--- src/rtl/neptuno_spi_host.sv ---
// neptuno_spi_host: byte-oriented SPI mode-0 initiator for the user_io/data_io/OSD/SD selects
module neptuno_spi_host #(
  parameter int CLK_DIV = 4,
  parameter int CS_SETUP = 2
) (
  input  logic       CLOCK_50,
  input  logic       RESET,
  input  logic [7:0] tx_data,
  input  logic [1:0] tx_sel,
  input  logic       tx_last,
  input  logic       tx_valid,
  output logic       tx_ready,
  output logic [7:0] rx_data,
  output logic       rx_valid,
  output logic       busy,
  output logic       SPI_SCK,
  output logic       SPI_DI,
  input  logic       SPI_DO,
  output logic       CONF_DATA0,
  output logic       SPI_SS2,
  output logic       SPI_SS3,
  output logic       SPI_SS4
);
  localparam int HW = $clog2(CLK_DIV + 1);
  localparam int SW = $clog2(2 * CS_SETUP + 1);
  localparam logic [HW-1:0] H_END = HW'(CLK_DIV - 1);
  localparam logic [SW-1:0] S_END = SW'(CS_SETUP - 1);
  localparam logic [SW-1:0] D_END = SW'(2 * CS_SETUP - 1);
  typedef enum logic [2:0] {IDLE, SETUP, SHIFT, GAP, HOLD} state_t;
  state_t state, state_nx;
  logic [HW-1:0] hcnt, hcnt_nx;
  logic [SW-1:0] scnt, scnt_nx;
  logic [3:0] half, half_nx, cs_n, cs_nx;
  logic [7:0] sh, sh_nx, rx, rx_nx, rx_data_nx;
  logic last, last_nx, sck_nx, di_nx, rx_valid_nx, accept, half_end;
  assign tx_ready = !RESET && (state == IDLE || state == GAP);
  assign busy = state != IDLE;
  assign accept = tx_valid && tx_ready;
  assign half_end = hcnt == H_END;
  assign {SPI_SS4, SPI_SS3, SPI_SS2, CONF_DATA0} = cs_n;
  always_comb begin
    state_nx = state;
    hcnt_nx = hcnt;
    scnt_nx = scnt;
    half_nx = half;
    cs_nx = cs_n;
    sh_nx = sh;
    rx_nx = rx;
    rx_data_nx = rx_data;
    last_nx = last;
    sck_nx = SPI_SCK;
    di_nx = SPI_DI;
    rx_valid_nx = 1'b0;
    case (state)
      IDLE: if (accept) begin
        state_nx = SETUP;
        scnt_nx = '0;
        sh_nx = tx_data;
        last_nx = tx_last;
        di_nx = tx_data[7];
        cs_nx = ~(4'b0001 << tx_sel);
      end
      SETUP: begin
        scnt_nx = scnt + 1'b1;
        hcnt_nx = '0;
        half_nx = '0;
        if (scnt == S_END) state_nx = SHIFT;
      end
      SHIFT: begin
        hcnt_nx = half_end ? '0 : hcnt + 1'b1;
        if (half_end) begin
          half_nx = half + 1'b1;
          sck_nx = !half[0];
          if (!half[0]) rx_nx = {rx[6:0], SPI_DO};
          else if (half == 4'd15) begin
            rx_valid_nx = 1'b1;
            rx_data_nx = rx;
            scnt_nx = '0;
            state_nx = last ? HOLD : GAP;
          end else begin
            sh_nx = {sh[6:0], 1'b0};
            di_nx = sh[6];
          end
        end
      end
      GAP: if (accept) begin
        state_nx = SHIFT;
        hcnt_nx = '0;
        half_nx = '0;
        sh_nx = tx_data;
        last_nx = tx_last;
        di_nx = tx_data[7];
      end
      HOLD: begin
        scnt_nx = scnt + 1'b1;
        cs_nx = scnt < S_END ? cs_n : 4'hf;
        if (scnt == D_END) state_nx = IDLE;
      end
      default: state_nx = IDLE;
    endcase
  end
  always_ff @(posedge CLOCK_50) begin
    if (RESET) begin
      state <= IDLE;
      hcnt <= '0;
      scnt <= '0;
      half <= '0;
      cs_n <= 4'hf;
      sh <= '0;
      rx <= '0;
      rx_data <= '0;
      last <= 1'b0;
      SPI_SCK <= 1'b0;
      SPI_DI <= 1'b0;
      rx_valid <= 1'b0;
    end else begin
      state <= state_nx;
      hcnt <= hcnt_nx;
      scnt <= scnt_nx;
      half <= half_nx;
      cs_n <= cs_nx;
      sh <= sh_nx;
      rx <= rx_nx;
      rx_data <= rx_data_nx;
      last <= last_nx;
      SPI_SCK <= sck_nx;
      SPI_DI <= di_nx;
      rx_valid <= rx_valid_nx;
    end
  end
endmodule

--- config.mk ---
export PLATFORM = sky130hd
export DESIGN_NAME = neptuno_spi_host
export DESIGN_NICKNAME = d
export VERILOG_FILES = /design/src/rtl/neptuno_spi_host.sv
export SDC_FILE = /design/constraint.sdc
export NUM_CORES = 1
export LEC_CHECK = 0
export CORE_UTILIZATION = 52
export DETAILED_ROUTE_END_ITERATION = 12
export PLACE_DENSITY = 0.78
export SYNTH_ARGS = -nofsm -noshare
export SYNTH_HDL_FRONTEND = slang
export SYNTH_SLANG_ARGS = --single-unit
--- constraint.sdc ---
create_clock -name CLOCK_50 -period 2.51 [get_ports CLOCK_50]
set_clock_uncertainty 0.15 [all_clocks]
set_input_delay 0.502 -clock CLOCK_50 [delete_from_list [all_inputs] [get_ports CLOCK_50]]
set_output_delay 0.502 -clock CLOCK_50 [all_outputs]
set_load 0.02 [all_outputs]
**Word level (Yosys, flattened, before mapping)**

Index checks and enable logic that the tools add are counted.

- Register bits after elaboration: 44
- Input bits: 15
- Output and inout bits: 17
- Word-level logic and storage cells: 96

- $add $sub $neg: 3
- Magnitude comparators: 1
- Equality and inequality tests: 18
- Shift operators: 1
- Mux-type cells: 33
- Bitwise operators: 4
- Reductions and logical operators: 24

Operator list:

| operator | number |
|---|---|
| $mux W3 | 13 |
| $mux W7 | 4 |
| $ne A2 B2 Y1 const B | 9 |
| $pmux W3 S3 | 2 |
| $mux W4 | 4 |
| $pmux W3 S5 | 1 |
| $pmux W7 S2 | 1 |
| $eq A3 B2 Y1 const B | 4 |
| $pmux W4 S3 | 1 |
| $reduce_and A5 Y1 | 2 |
| $reduce_and A3 Y1 | 3 |
| $reduce_bool A3 Y1 | 3 |
| $pmux W4 S2 | 1 |
| $reduce_and A7 Y1 | 1 |
| $add A3 B1 Y3 const B | 2 |
| $eq A3 B1 Y1 const B | 2 |
| $reduce_and A2 Y1 | 3 |
| $mux W1 | 5 |
| $add A4 B1 Y4 const B | 1 |
| $eq A4 B4 Y1 const B | 1 |
| $not A4 Y4 | 1 |
| $reduce_and A4 Y1 | 1 |
| $reduce_bool A2 Y1 | 2 |
| $reduce_or A2 Y1 | 2 |
| other kinds (11) | 15 |

**Depth between registers and ports, before layout**

Gate-level depths: netlist (run 1).

- Depth in word-level cells: 6
- Mapped depth: 6

**Worst setup path after synthesis (run 1)**

No wires, ideal clock.

- Kind: input to output
- From: in RESET
- To: out tx_ready
- Arrival time: 1233 ps
- Data required time: 1858 ps
- Slack: 625 ps
- Stages on the path: 2
- Path buffers: 1
- Cell sequence: clkbuf_1 -> nor3_1

- Longest elaborated chain between the ends: 2

RTL lines:

| element | line | RTL |
|---|---|---|
| from (decl) | 7 | `input logic RESET,` |
| $logic_not A1 Y1 | 36 | `assign tx_ready = !RESET && (state == IDLE \|\| state == GAP);` |
| $logic_and A1 B1 Y1 | 36 |  |
| to (decl) | 12 | `output logic tx_ready,` |

Every way passes these cells.

**Worst setup path after layout (run 1)**

- From: reg state[1]
- To: out busy

- Longest elaborated chain between the ends: 1

RTL lines:

| element | line | RTL |
|---|---|---|
| from (decl) | 30 | `state_t state, state_nx;` |
| from (signal assigned) | 117 | `state <= state_nx;` |
| $reduce_bool A3 Y1 | 37 | `assign busy = state != IDLE;` |
| to (decl) | 15 | `output logic busy,` |

Every way passes these cells.

==> results.md, run 1 <==
- Synthesized Nets: 229
- Synth Area in Adders: 3.21%
- Pre-CTS setup slack: 3.79 ps
- CTS H-tree lvls: 2
- Grt ovf: 0
- Hold/Removal Path Class: reg2reg
- Final setup fails: 0
- Ant. Diodes: 0
- Worst r2r src: state[1]
- Critical Path Start Type: flop
- Largest cells by area after synthesis: dfxtp_1 45%, mux2i_1 14%, nor2_1 5.8%
- Final hold vios: 0
- Worst Reg-to-Reg Cells: 5
- Setup TNS: 0 ps
- Reg power frac: 48.6%
- MaxCap Viol Count: 0
- Clock root cell: clkbuf_8
- Total number of yosys warnings: 0
- Routed len/inst: 13.4 microns
- Pre-Repair DR Iteration Count: 5
- Tot GR Track Use: 21.3%
- Lkg Pwr: 1.01 nW
- Worst-path cell chain: buf_4 -> or3_1 -> clkdlybuf4s50_1
- Largest net degree at the start of global routing: 31
- CP startpoint: state[1]
- Final WL: 3890 microns
- Post-CTS sizing: 0
- Die ar.: 4000 sq um
- Worst path slowest cell: clkdlybuf4s50_1
- Hold path cells: 2
- Post-synth top flop: dfxtp_1
- Layout cell share with drive strength beyond 1: 8.61%
- Final net count: 263
- Core Region: 3470 sq um
- Psw: 0.000390 W
- Mux contribution to synthesized area: 14.4%
- Internal power: 0.00114 W
- Routability Congestion: 0.822
- CTS tree: yes
- Post-synthesis compound-gate area fraction: 13.3%
- Worst-Skew Late Latency: 290 ps
- TritonCTS buffer count: 5
- Syn_area_per_cell: 9.33 sq um
- Initial Utilization: 56.2%
- # IOs: 32
- Critical Path Max Stage Delay: 540 ps
- Synth cell types: 42
- Antenna violations before repair: 0
- Comb pwr share: 16.2%
- FMAX: 435 MHz
- Routed vias: 1588
- Detailed Route Iter0 Violations: 81
- Area post-placement: 2320 sq um
- Outcome: finished, final reports clean
- Crit path max fanout: 15
- Register area share after synthesis: 45.2%
- Reg-to-Reg End: rx[2]
- Worst Setup EP: busy
- Post-route cell area: 2440 sq um
- CTS Hold Bufs: 0
- WP data required: 1860 ps
- Area leader, netlist: dfxtp_1
- Synth Area in XOR/XNOR: 0.898%
- Yosys top cell area share: 45.2%
- Avg Vias per Cell: 5.48
- Max-slew headroom at the worst pin: 60.3%
- Unrepaired setup endpoints after global routing: no
- Largest family of logic cells by synthesized area: simple AND/OR/NAND/NOR gates
- CP Data Arrival Time: 1650 ps
- Crit path time final: 2300 ps
- Residual DRC: 0
- Worst Max-Slew Pin Slew: 596 ps
- Max clock buf depth: 2
- Final slew viol count: 0
- FF+latch count, synth: 44
- Area delta synth->final: 25.1%
- Max VDD drop: 506 uV
- Vias in the first global route: 1603
- Clock sink count: 44
- Global-route wire length before repair: 6840 microns
- Final period util: 91.6%
- Net Sw Frac: 25.5%
- Cell row count: 21
- Mapped cell area: 1950 sq um
- Reg2reg setup slack: 330 ps
- Post-DRT Antenna Nets: 0
- Final HPWL from detailed placement: 2780 microns
- Synthesized instance count: 209
- I/O Buffers: 31
- Die Span Y: 63.2 microns
- CP Capture Type: primary output
- Crit Path Category: reg2out
- Clock power frac: 35.3%
- EDFF count, synth: 0
- Final worst slack: 211 ps
- Synth Area in Simple Gates: 19.4%
- DIE WIDTH: 63.2 microns
- Reg clk slew, reported paths: 80 ps
- Ys async rst share: 0%
- PwrDens: 627 nW/um^2
- Post-CTS Setup Bufs: 0
power groups by stage:
stage	sequential, W	combinational, W	clock (W)
global route	0.000747	0.000273	0.000588
CTS	0.000744	0.000249	0.000553
global placement	0.000758	0.000238	0
floorplan	0.000761	0.000161	0
detailed placement	0.000760	0.000246	0
finish	0.000743	0.000247	0.000540
worst min path at each step:
stage                  to  startpoint  slack [ps]
global placement    sh[0]       sh[0]         300
detailed placement  sh[0]       sh[0]         310
CTS                 sh[0]       sh[0]         330
floorplan           sh[0]       sh[0]         280
global route        sh[0]       sh[0]         360
finish              sh[0]       sh[0]         320
synth_stat cells (3+ instances only):
library cell and number:
dfxtp_1 44, nor3_1 8, a21oi_1 7, o21ai_0 7
buf_2 3, clkbuf_1 7, mux2i_1 28, nor2_1 30
or3_1 3, nand3_1 7, ha_1 5, o22ai_1 3
nand2_1 10, a221oi_1 7, nor2b_1 4, inv_1 6
worst max-delay path, delay by kind of cell, from the launching register on:
family                 cells  cell delay [ps]
and+or+nand+nor            1              310
DFF                        1              330
buffers and inverters      2              720
sequential cells by signal, indices dropped and copies added (netlist names), 3 cells and up:
name / cells
rx: 8
hcnt: 3
state: 3
scnt: 3
half: 4
rx_data: 8
sh: 7
cs_n: 4
routing by layer:
metal | track usage (%) | part of all wire [%] | vias up
met2 | 39.4 | 49 | 33
met4 | 9.94 | 1.5 | 0
met1 | 23.6 | 46 | 728
met5 | 0 | 0 | -
li1 | - | - | 821
met3 | 3.44 | 3.5 | 6
logic make-up after synthesis:
group                      Yosys count
AOI/OAI and AO/OA                   37
xor gates and xnor gates             2
adders and majority gates            5
buffers and inverters               17
DFF                                 44
muxes                               28
and+or+nand+nor                     76
layout by cell type (no fill, tap or decap), types with 2 or more instances in the layout:
cell type / netlist / layout
o22ai_1: 3 / 3
or3_1: 3 / 3
nand3_1: 7 / 7
or3b_2: 2 / 2
xor2_1: 2 / 2
o21ai_0: 7 / 7
a21oi_1: 7 / 7
clkbuf_8: 0 / 5
dfxtp_1: 44 / 44
a221oi_1: 7 / 7
ha_1: 5 / 5
clkdlybuf4s50_1: 0 / 30
mux2i_1: 28 / 28
nand2_1: 10 / 10
nor2b_1: 4 / 4
nand2b_1: 2 / 2
nor3_1: 8 / 8
inv_1: 6 / 6
buf_4: 1 / 7
nor2_1: 30 / 30
nor2_2: 2 / 2
stage by stage:
stage               util [%]  instances  hold slack (ps)  total power, W
detailed placement      67.0        282              313         0.00101
finish                  70.3        290              321         0.00153
global route            70.3        290              363         0.00161
global placement        67.0        282              296        0.000996
CTS                     70.3        290              327         0.00155
floorplan                  -        209              284        0.000923
area by class of cell:
cell class | count | area [sq um]
multi-input combinational | 148 | 998
tap | 46 | 57.6
clock inverter | 3 | 46.3
timing repair buffer | 38 | 365
fill | 292 | 1030
clock buffer | 5 | 68.8
inverter | 6 | 22.5
sequential | 44 | 881
Power figures use the tool's default switching activity.
==> run 2, diff against run 1 <==
--- a/config.mk
+++ b/config.mk
@@ -7,6 +7,7 @@
 export LEC_CHECK = 0
 export CORE_UTILIZATION = 52
 export DETAILED_ROUTE_END_ITERATION = 12
+export HOLD_SLACK_MARGIN = 0.05
 export PLACE_DENSITY = 0.78
 export SYNTH_ARGS = -nofsm -noshare
 export SYNTH_HDL_FRONTEND = slang
==> results of run 2 <==
No change in the layout: final DEF, timing and power equal those of run 1.
